File: config.mk
export PLATFORM = sky130hd
export DESIGN_NAME = matrix_result_serializer
export DESIGN_NICKNAME = d
export VERILOG_FILES = /design/src/rtl/matrix_result_serializer.sv
export SDC_FILE = /design/constraint.sdc
export NUM_CORES = 1
export LEC_CHECK = 0
export BUFFER_PORTS_ARGS = -buffer_cell sky130_fd_sc_hd__buf_2
export CAP_MARGIN = 20
export CORE_MARGIN = 10
export CORE_UTILIZATION = 62
export CTS_BUF_LIST = sky130_fd_sc_hd__clkbuf_2
export DETAILED_ROUTE_END_ITERATION = 10
export PLACE_DENSITY = 0.95
export SLEW_MARGIN = 20
export SYNTH_ARGS = -nofsm -noshare
export SYNTH_HDL_FRONTEND = slang
export SYNTH_SLANG_ARGS = --single-unit
File: constraint.sdc
create_clock -name clk -period 8.6 [get_ports clk]
set_input_delay 2.15 -clock clk [delete_from_list [all_inputs] [get_ports clk]]
set_output_delay 2.15 -clock clk [all_outputs]
set_load 0.01 [all_outputs]
File: src/rtl/matrix_result_serializer.sv
// Snapshots a ROWSxCOLS result matrix on done_in rise, requantizes to OUT_W and streams row-major.
// First beat 1 cycle after capture; out_* held stable under backpressure, one beat/cycle otherwise.
module matrix_result_serializer #(
    parameter int ROWS    = 4,
    parameter int COLS    = 4,
    parameter int IN_W    = 16,
    parameter int OUT_W   = 8,
    parameter int SHIFT_W = 4
) (
    input  logic                                 clk,
    input  logic                                 rst_n,
    input  logic                                 done_in,
    input  logic [ROWS-1:0][COLS-1:0][IN_W-1:0]  c_in,
    input  logic [SHIFT_W-1:0]                   shift_amt,
    input  logic                                 relu_en,
    output logic                                 out_valid,
    input  logic                                 out_ready,
    output logic [OUT_W-1:0]                     out_data,
    output logic                                 out_last,
    output logic                                 busy,
    output logic                                 frame_done,
    output logic                                 drop_err
);
    localparam int N     = ROWS * COLS;
    localparam int IDX_W = (N > 1) ? $clog2(N) : 1;
    localparam logic [IDX_W-1:0] LAST_IDX = IDX_W'(N - 1);
    localparam logic signed [IN_W-1:0] MAX_V = IN_W'(2**(OUT_W-1) - 1);
    localparam logic signed [IN_W-1:0] MIN_V = IN_W'(-(2**(OUT_W-1)));

    typedef enum logic {IDLE, STREAM} state_t;

    state_t                     state_q, state_d;
    logic [N-1:0][IN_W-1:0]     buf_q, buf_d;
    logic [IDX_W-1:0]           idx_q, idx_d;
    logic [SHIFT_W-1:0]         shift_q, shift_d;
    logic                       relu_q, relu_d;
    logic                       done_q;
    logic                       valid_q, valid_d;
    logic [OUT_W-1:0]           data_q, data_d;
    logic                       last_q, last_d;
    logic                       busy_q, busy_d;
    logic                       fdone_q, fdone_d;
    logic                       drop_q, drop_d;
    logic                       cap;
    logic [IDX_W-1:0]           idx_nxt;

    // Arithmetic shift, optional ReLU, then saturate; no rounding.
    function automatic logic [OUT_W-1:0] quant(input logic [IN_W-1:0] x,
                                               input logic [SHIFT_W-1:0] sh,
                                               input logic relu);
        logic signed [IN_W-1:0] s;
        s = $signed(x) >>> sh;
        if (relu && (s < 0)) s = '0;
        if (s > MAX_V)      s = MAX_V;
        else if (s < MIN_V) s = MIN_V;
        return s[OUT_W-1:0];
    endfunction

    assign cap     = done_in & ~done_q;
    assign idx_nxt = idx_q + IDX_W'(1);

    always_comb begin
        state_d = state_q;
        buf_d   = buf_q;
        idx_d   = idx_q;
        shift_d = shift_q;
        relu_d  = relu_q;
        valid_d = valid_q;
        data_d  = data_q;
        last_d  = last_q;
        busy_d  = busy_q;
        fdone_d = 1'b0;
        // A capture edge while a frame is in flight (including its final beat) is dropped.
        drop_d  = drop_q | (cap & busy_q);
        case (state_q)
            IDLE: begin
                if (cap) begin
                    buf_d   = c_in;
                    shift_d = shift_amt;
                    relu_d  = relu_en;
                    idx_d   = '0;
                    busy_d  = 1'b1;
                    valid_d = 1'b1;
                    data_d  = quant(c_in[0][0], shift_amt, relu_en);
                    last_d  = (N == 1);
                    state_d = STREAM;
                end
            end
            STREAM: begin
                if (valid_q && out_ready) begin
                    if (idx_q != LAST_IDX) begin
                        idx_d  = idx_nxt;
                        data_d = quant(buf_q[idx_nxt], shift_q, relu_q);
                        last_d = (idx_nxt == LAST_IDX);
                    end else begin
                        valid_d = 1'b0;
                        last_d  = 1'b0;
                        busy_d  = 1'b0;
                        fdone_d = 1'b1;
                        state_d = IDLE;
                    end
                end
            end
            default: state_d = IDLE;
        endcase
    end

    always_ff @(posedge clk or negedge rst_n) begin
        if (!rst_n) begin
            state_q <= IDLE;
            buf_q   <= '0;
            idx_q   <= '0;
            shift_q <= '0;
            relu_q  <= 1'b0;
            done_q  <= 1'b0;
            valid_q <= 1'b0;
            data_q  <= '0;
            last_q  <= 1'b0;
            busy_q  <= 1'b0;
            fdone_q <= 1'b0;
            drop_q  <= 1'b0;
        end else begin
            state_q <= state_d;
            buf_q   <= buf_d;
            idx_q   <= idx_d;
            shift_q <= shift_d;
            relu_q  <= relu_d;
            done_q  <= done_in;
            valid_q <= valid_d;
            data_q  <= data_d;
            last_q  <= last_d;
            busy_q  <= busy_d;
            fdone_q <= fdone_d;
            drop_q  <= drop_d;
        end
    end

    assign out_valid  = valid_q;
    assign out_data   = data_q;
    assign out_last   = last_q;
    assign busy       = busy_q;
    assign frame_done = fdone_q;
    assign drop_err   = drop_q;
endmodule

======== Word-level counts from Yosys, hierarchy flattened ========
Index checks and enable logic that the tools add are counted.
W data, S select, Z words.
storage, ports and cells
  register bits ........................... 279
  input bits .............................. 265
  word-level logic and storage cells ...... 90
operators by class
  add/sub/neg operators ................... 1
  magnitude comparators ................... 7
  eq/ne operators ......................... 6
  shift-type cells ........................ 2
  muxes and demuxes ....................... 36
  bitwise operators ....................... 5
  reduce and logical (&&, ||, !) cells .... 7
operator list
  cell                   number
  $mux W16               8
  $bmux W16 S4           1
  $mux W8                7
  $gt A16 B8 Y1 const B  2
  $lt A16 B1 Y1 const B  2
  $lt A16 B8 Y1 const B  2
  $sshr A16 B4 Y16       2
  $pmux W8 S2            1
  $mux W1                12
  $mux W4                3
  $pmux W4 S2            1
  $pmux W1 S2            3
  $reduce_and A3 Y1      2
  $lt A4 B5 Y1 const B   1
  $add A4 B1 Y4 const B  1
  $eq A4 B4 Y1 const B   1
  $ne A2 B1 Y1 const B   2
  $ne A2 B2 Y1 const B   2
  $ne A4 B4 Y1 const B   1
  $reduce_and A2 Y1      2
  $logic_and A1 B1 Y1    3
  $and A1 B1 Y1          2
  $not A1 Y1             2
  $or A1 B1 Y1           1

======== Logic depth before layout (Yosys ltp) ========
  depth in word-level cells ............... 16
  gate-level depth with buffers ........... 16
  gate-level depth less buffers ........... 12

======== Worst setup path after synthesis ========
No wires, ideal clock.
  path kind ............................... input to register
  from .................................... in shift_amt[0]
  to ...................................... reg data_q[3], in the netlist out_data[3]
  setup time .............................. 86 ps
  arrival ................................. 4230 ps
  required time ........................... 8514 ps
  setup slack ............................. 4284 ps
  stages .................................. 9
  path buffers ............................ 1
  cell sequence ........................... clkbuf_1 > inv_2 > mux2_2 > o21ai_0 > nor4b_1 > a41oi_1 > o31ai_1 > a211oi_1 > nor3_1
on the way
  word-level cells in the longest chain between the ends .. 11
  elaborated cells on any way between the ends .. 12
ends and longest elaborated chain
  element                 RTL line  text
  start: declaration      14        input logic [SHIFT_W-1:0] shift_amt,
  $sshr A16 B4 Y16 (*)    52        s = $signed(x) >>> sh;
  $lt A16 B1 Y1           53        if (relu && (s < 0)) s = '0;
  $logic_and A1 B1 Y1     53
  $mux W16 (*)            53
  $mux W16 (*)            77        if (cap) begin
  $mux W16 (*)            75        case (state_q)
  $lt A16 B8 Y1           55        else if (s < MIN_V) s = MIN_V;
  $mux W8                 55
  $mux W8 (*)             54        if (s > MAX_V) s = MAX_V;
  $mux W8 (*)             77
  $pmux W8 S2 (*)         75
  end signal: assignment  130       data_q <= data_d;
  end: declaration        39        logic [OUT_W-1:0] data_q, data_d;
Mark *: on every way between the ends. The rest lies on a longest branch, timed or not. The select of a mux whose other input is x is not followed.
A chain may end at the register's enable or synchronous reset.

======== Worst setup path after layout ========
  from .................................... reg idx_q[0]
  to ...................................... reg data_q[3], in the netlist out_data[3]
on the way
  word-level cells in the longest chain between the ends .. 16
  elaborated cells on any way between the ends .. 20
ends and longest elaborated chain
  element                         RTL line  text
  start: declaration              34        logic [IDX_W-1:0] idx_q, idx_d;
  start signal: assignment        125       idx_q <= idx_d;
  $add A4 B1 Y4                   60        assign idx_nxt = idx_q + IDX_W'(1);
  $bmux W16 S4                    93        data_d = quant(buf_q[idx_nxt], shift_q, relu_q);
  $mux W16 (implied by the code)  93
  $sshr A16 B4 Y16                52
  $lt A16 B1 Y1                   53
  $logic_and A1 B1 Y1             53
  $mux W16                        53
  $mux W16                        91        if (idx_q != LAST_IDX) begin
  $mux W16                        90        if (valid_q && out_ready) begin
  $mux W16                        75
  $lt A16 B8 Y1                   55
  $mux W8                         55
  $mux W8                         54
  $mux W8                         91
  $mux W8                         90
  $pmux W8 S2                     75
Several ways; a longest one is shown, not always the timed one. The select of a mux whose other input is x is not followed.

==> impl_results.md <==
- Run status: completed
- DPL Wire Length: ~32000 µm
- DRC: 0
- Count of input and output buffers: 277
- Vias in the first global route: 13300
- Non-Filler Instances: 2160
- DR vias: 12900
- Number of buffers created by CTS: 72
- Max Fanout on Critical Path: 47
- Cell-by-cell trace of the critical path: ha_1 -> xor2_4 -> buf_4 -> mux4_2 -> a22oi_1 -> a21oi_1 -> o21ai_1 -> o2111ai_2 -> and2_1 -> a41o_2 -> a221oi_1 -> nor3_1
- Delay of the slowest critical-path stage: 1040 ps
- Yosys top cell by area: dfrtp_1
- Avg WL per Cell: 20.9 µm
- Final max-slew violation count: 0
- Tightest hold margin: about 480 ps
- Classification of the worst setup path: flip-flop to flip-flop
- Flip-flop cell with the highest count after synthesis: dfrtp_1
- Worst max-slew margin expressed relative to the limit: between 10% and 20%
- Antenna violations before repair: 1
- Post-Syn Instances: 1570
- Mean instance size in the synthesized netlist: 9.04 µm²
- Deepest clock path buffer count: 3
- Sequential group share of total power: 38.9%
- Endpoints failing setup: 0
- Detailed-routing iteration count for the pre-antenna-repair pass: 6
- Routed WL: about 45000 µm
- DIE WIDTH: 171 µm
- Data required time of the critical path: 9300 ps
- Combinational share of power: 40.3%
- Leakage power: just under 9 nW
- Share of post-route cells with drive strength above 1: 26.4%
- Power share of the clock group: a little over a fifth
- Sinks on Clock Net: 279
- Area grow syn2layout: 14.5%
- Buffer count from post-CTS setup fixing: 0
- Setup repair after global routing missed its margin: no
- Count of nets after finishing: 2094
- Tmin final: 4950 ps
- Cell count after placement: between 2000 and 2500
- Flops & latches, synth: around 280
- Kind of start point of the critical path: flip-flop
- Reported max-cap violation count: 0
- Pin count of the biggest net entering global routing: 267
- Gates resized, CTS repair: 0
- DP Worst Slack: 3720 ps
- Cell row count: 55
- Synth Net Count: 1837
- Accumulated negative setup slack: 0 ps
- CTS tree: yes
- Post-synth design cell area: 14200 µm²
- Worst supply voltage drop on vdd: 0.241 mV
- PnR worst setup slack: around 3600 ps
- Final number of hold-violating endpoints: 0
- Detailed-route vias per instance: 5.95
- GRT Total Usage: 30.7%
- CP endpoint kind: flip-flop
- Clock Pin Slew Worst Setup and Hold Paths: between 100 and 150 ps
- Worst-case reg-to-reg path depth: 12
- Cell at the root of the clock tree: clkbuf_2
- Distinct cell type count after synthesis: 62
- Worst setup skew after layout: between 90 and 100 ps
- Slowest stage cell, crit path: dfrtp_4
- Post-layout power: 4.38 mW
- Share of total power consumed by net switching: 40.1%
- Y dimension of the die: 171 µm
- Ys async rst share: between 90% and 100%
- Sequential area share after synthesis: 49.2%
- Total gr overflow: 0
- Switching pwr: 1.76 mW
- Slew at the pin closest to its max-slew limit: 1330 ps
- WHS Path Cells: 2
- Global-route wire length before repair: 70600 µm
- Cell types with the largest area share after synthesis: dfrtp_1, nand2_1, mux4_2, mux2i_1, clkbuf_1
- DRC marker count from the first detailed-route iteration: 1723
- Number of enable-type register cells in the synthesized netlist: 0
- Maximum clock frequency: a little over 200 MHz
- Routability congestion estimate: about 0.96
- Area share of the leading cell type in the synthesized netlist: 49.2%
- CTS Hold Buffers Added: 0
- Power per standard cell area: 270 nW/µm²
- Hold Crit Class: flip-flop to flip-flop
- Number of synthesis warnings: 0
- Number of I/O pins: between 200 and 300
- Maximum level of the CTS H-tree: 3
- Antenna viol nets, final: 0
- Internal Power: 2.63 mW
- Die area: 29300 µm²
- Insertion delay to the later sink of the worst-skew pair: 910 ps
- Area of the core region: about 23000 µm²
- Critical Path AT: 5650 ps
- Final worst-path cycle share: 57.6%
- Initial Util: 62.9%
[power by group through the flow]
stage          logic, mW  clock network [mW]  registers, mW
3_3_place_gp        1.69                   0           1.71
5_1_grt             1.89               0.989           1.73
6_report            1.76               0.912           1.71
2_1_floorplan       1.34                   0           1.60
4_1_cts             1.74               0.915           1.70
3_5_place_dp        1.73                   0           1.72
[cells in the final DEF, fill, tap and decap left out, drive strengths merged, types with 3 or more instances in the layout]
cell type and instances:
nand3 19, clkbuf 96, a211oi 13, a21o 3, nor2b 5, and2 4, nor4 3, mux4 75
nand2 831, a31oi 8, o211ai 4, dfrtp 279, o21ai 40, buf 285, o221ai 3, nand4 7
nor3 10, nor2 29, o2111ai 3, mux2i 35, a21oi 24, nand2b 3, a22oi 10, o22ai 6
inv 16, mux2 7, o31ai 6, clkinv 21
[critical path, delay by kind of cell (launching register included)]
family          cells  cell delay, ps
fa+ha+maj           1             440
compound gates      6            1670
buf+inv             1             580
simple gates        2             270
flops               1            1040
mux                 1             600
xor+xnor            1             150
[Yosys cell counts, types with 10 or more instances]
master    count
a211oi_1     11
a21oi_1      24
buf_1        10
clkbuf_1     79
dfrtp_1     279
inv_1        12
mux2i_1      34
mux4_2       75
nand2_1     829
nand3_1      19
nor2_1       29
nor3_1       10
o21ai_0      29
o21ai_1      11
[stage by stage]
step           area, µm²  util (%)
3_5_place_dp       15600      69.2
6_report           16300      72.0
2_1_floorplan      14200         -
5_1_grt            16200      72.0
3_3_place_gp       15600      69.2
4_1_cts            16200      72.0
[final cells by class]
type	instances	area, µm²
Sequential cell	279	6990
Multi-Input combinational cell	1175	6740
Fill cell	1652	6320
Timing Repair Buffer	285	1480
Clock buffer	96	480
Tap cell	285	357
Clock inverter	24	148
Inverter	14	52.6
Antenna cell	2	5.00
[routing by layer]
layer	track usage, %	vias up	routed length (µm)
met1	38.5	6195	17100
li1	-	5754	-
met4	13.9	0	1850
met3	7.27	141	3910
met5	0	-	0
met2	50.1	772	22200
[registers in the layout, summed over array words and instances, names as in the netlist]
| register | cells |
|---|---|
| busy | 1 |
| shift_q | 4 |
| state_q | 1 |
| drop_err | 1 |
| relu_q | 1 |
| idx_q | 4 |
| buf_q | 256 |
| out_data | 8 |
| frame_done | 1 |
| done_q | 1 |
| out_last | 1 |
[cells by family (layout without fill, tap and decap cells)]
group	Yosys count	in the layout	share of synthesized area, %
xor gates and xnor gates	4	4	0.432
and+or+nand+nor	914	914	25.1
DFF	279	279	49.2
other	0	2	0
AOI/OAI and AO/OA	138	138	6.71
adders and majority gates	2	2	0.176
muxes	117	117	15.0
buffers and inverters	116	419	3.46
[path summary, 6_finish.rpt]
path	end	startpoint	slack [ps]
worst max-delay path	out_data[3]	idx_q[0]	3650
worst min-delay path	buf_q[31]	buf_q[31]	480
worst max register to register	out_data[3]	idx_q[0]	3650
worst min register to register	buf_q[31]	buf_q[31]	480
max in group asynchronous	buf_q[221]	rst_n	5860
min in group asynchronous	buf_q[125]	rst_n	1290
(Power assumes the default switching activity.)
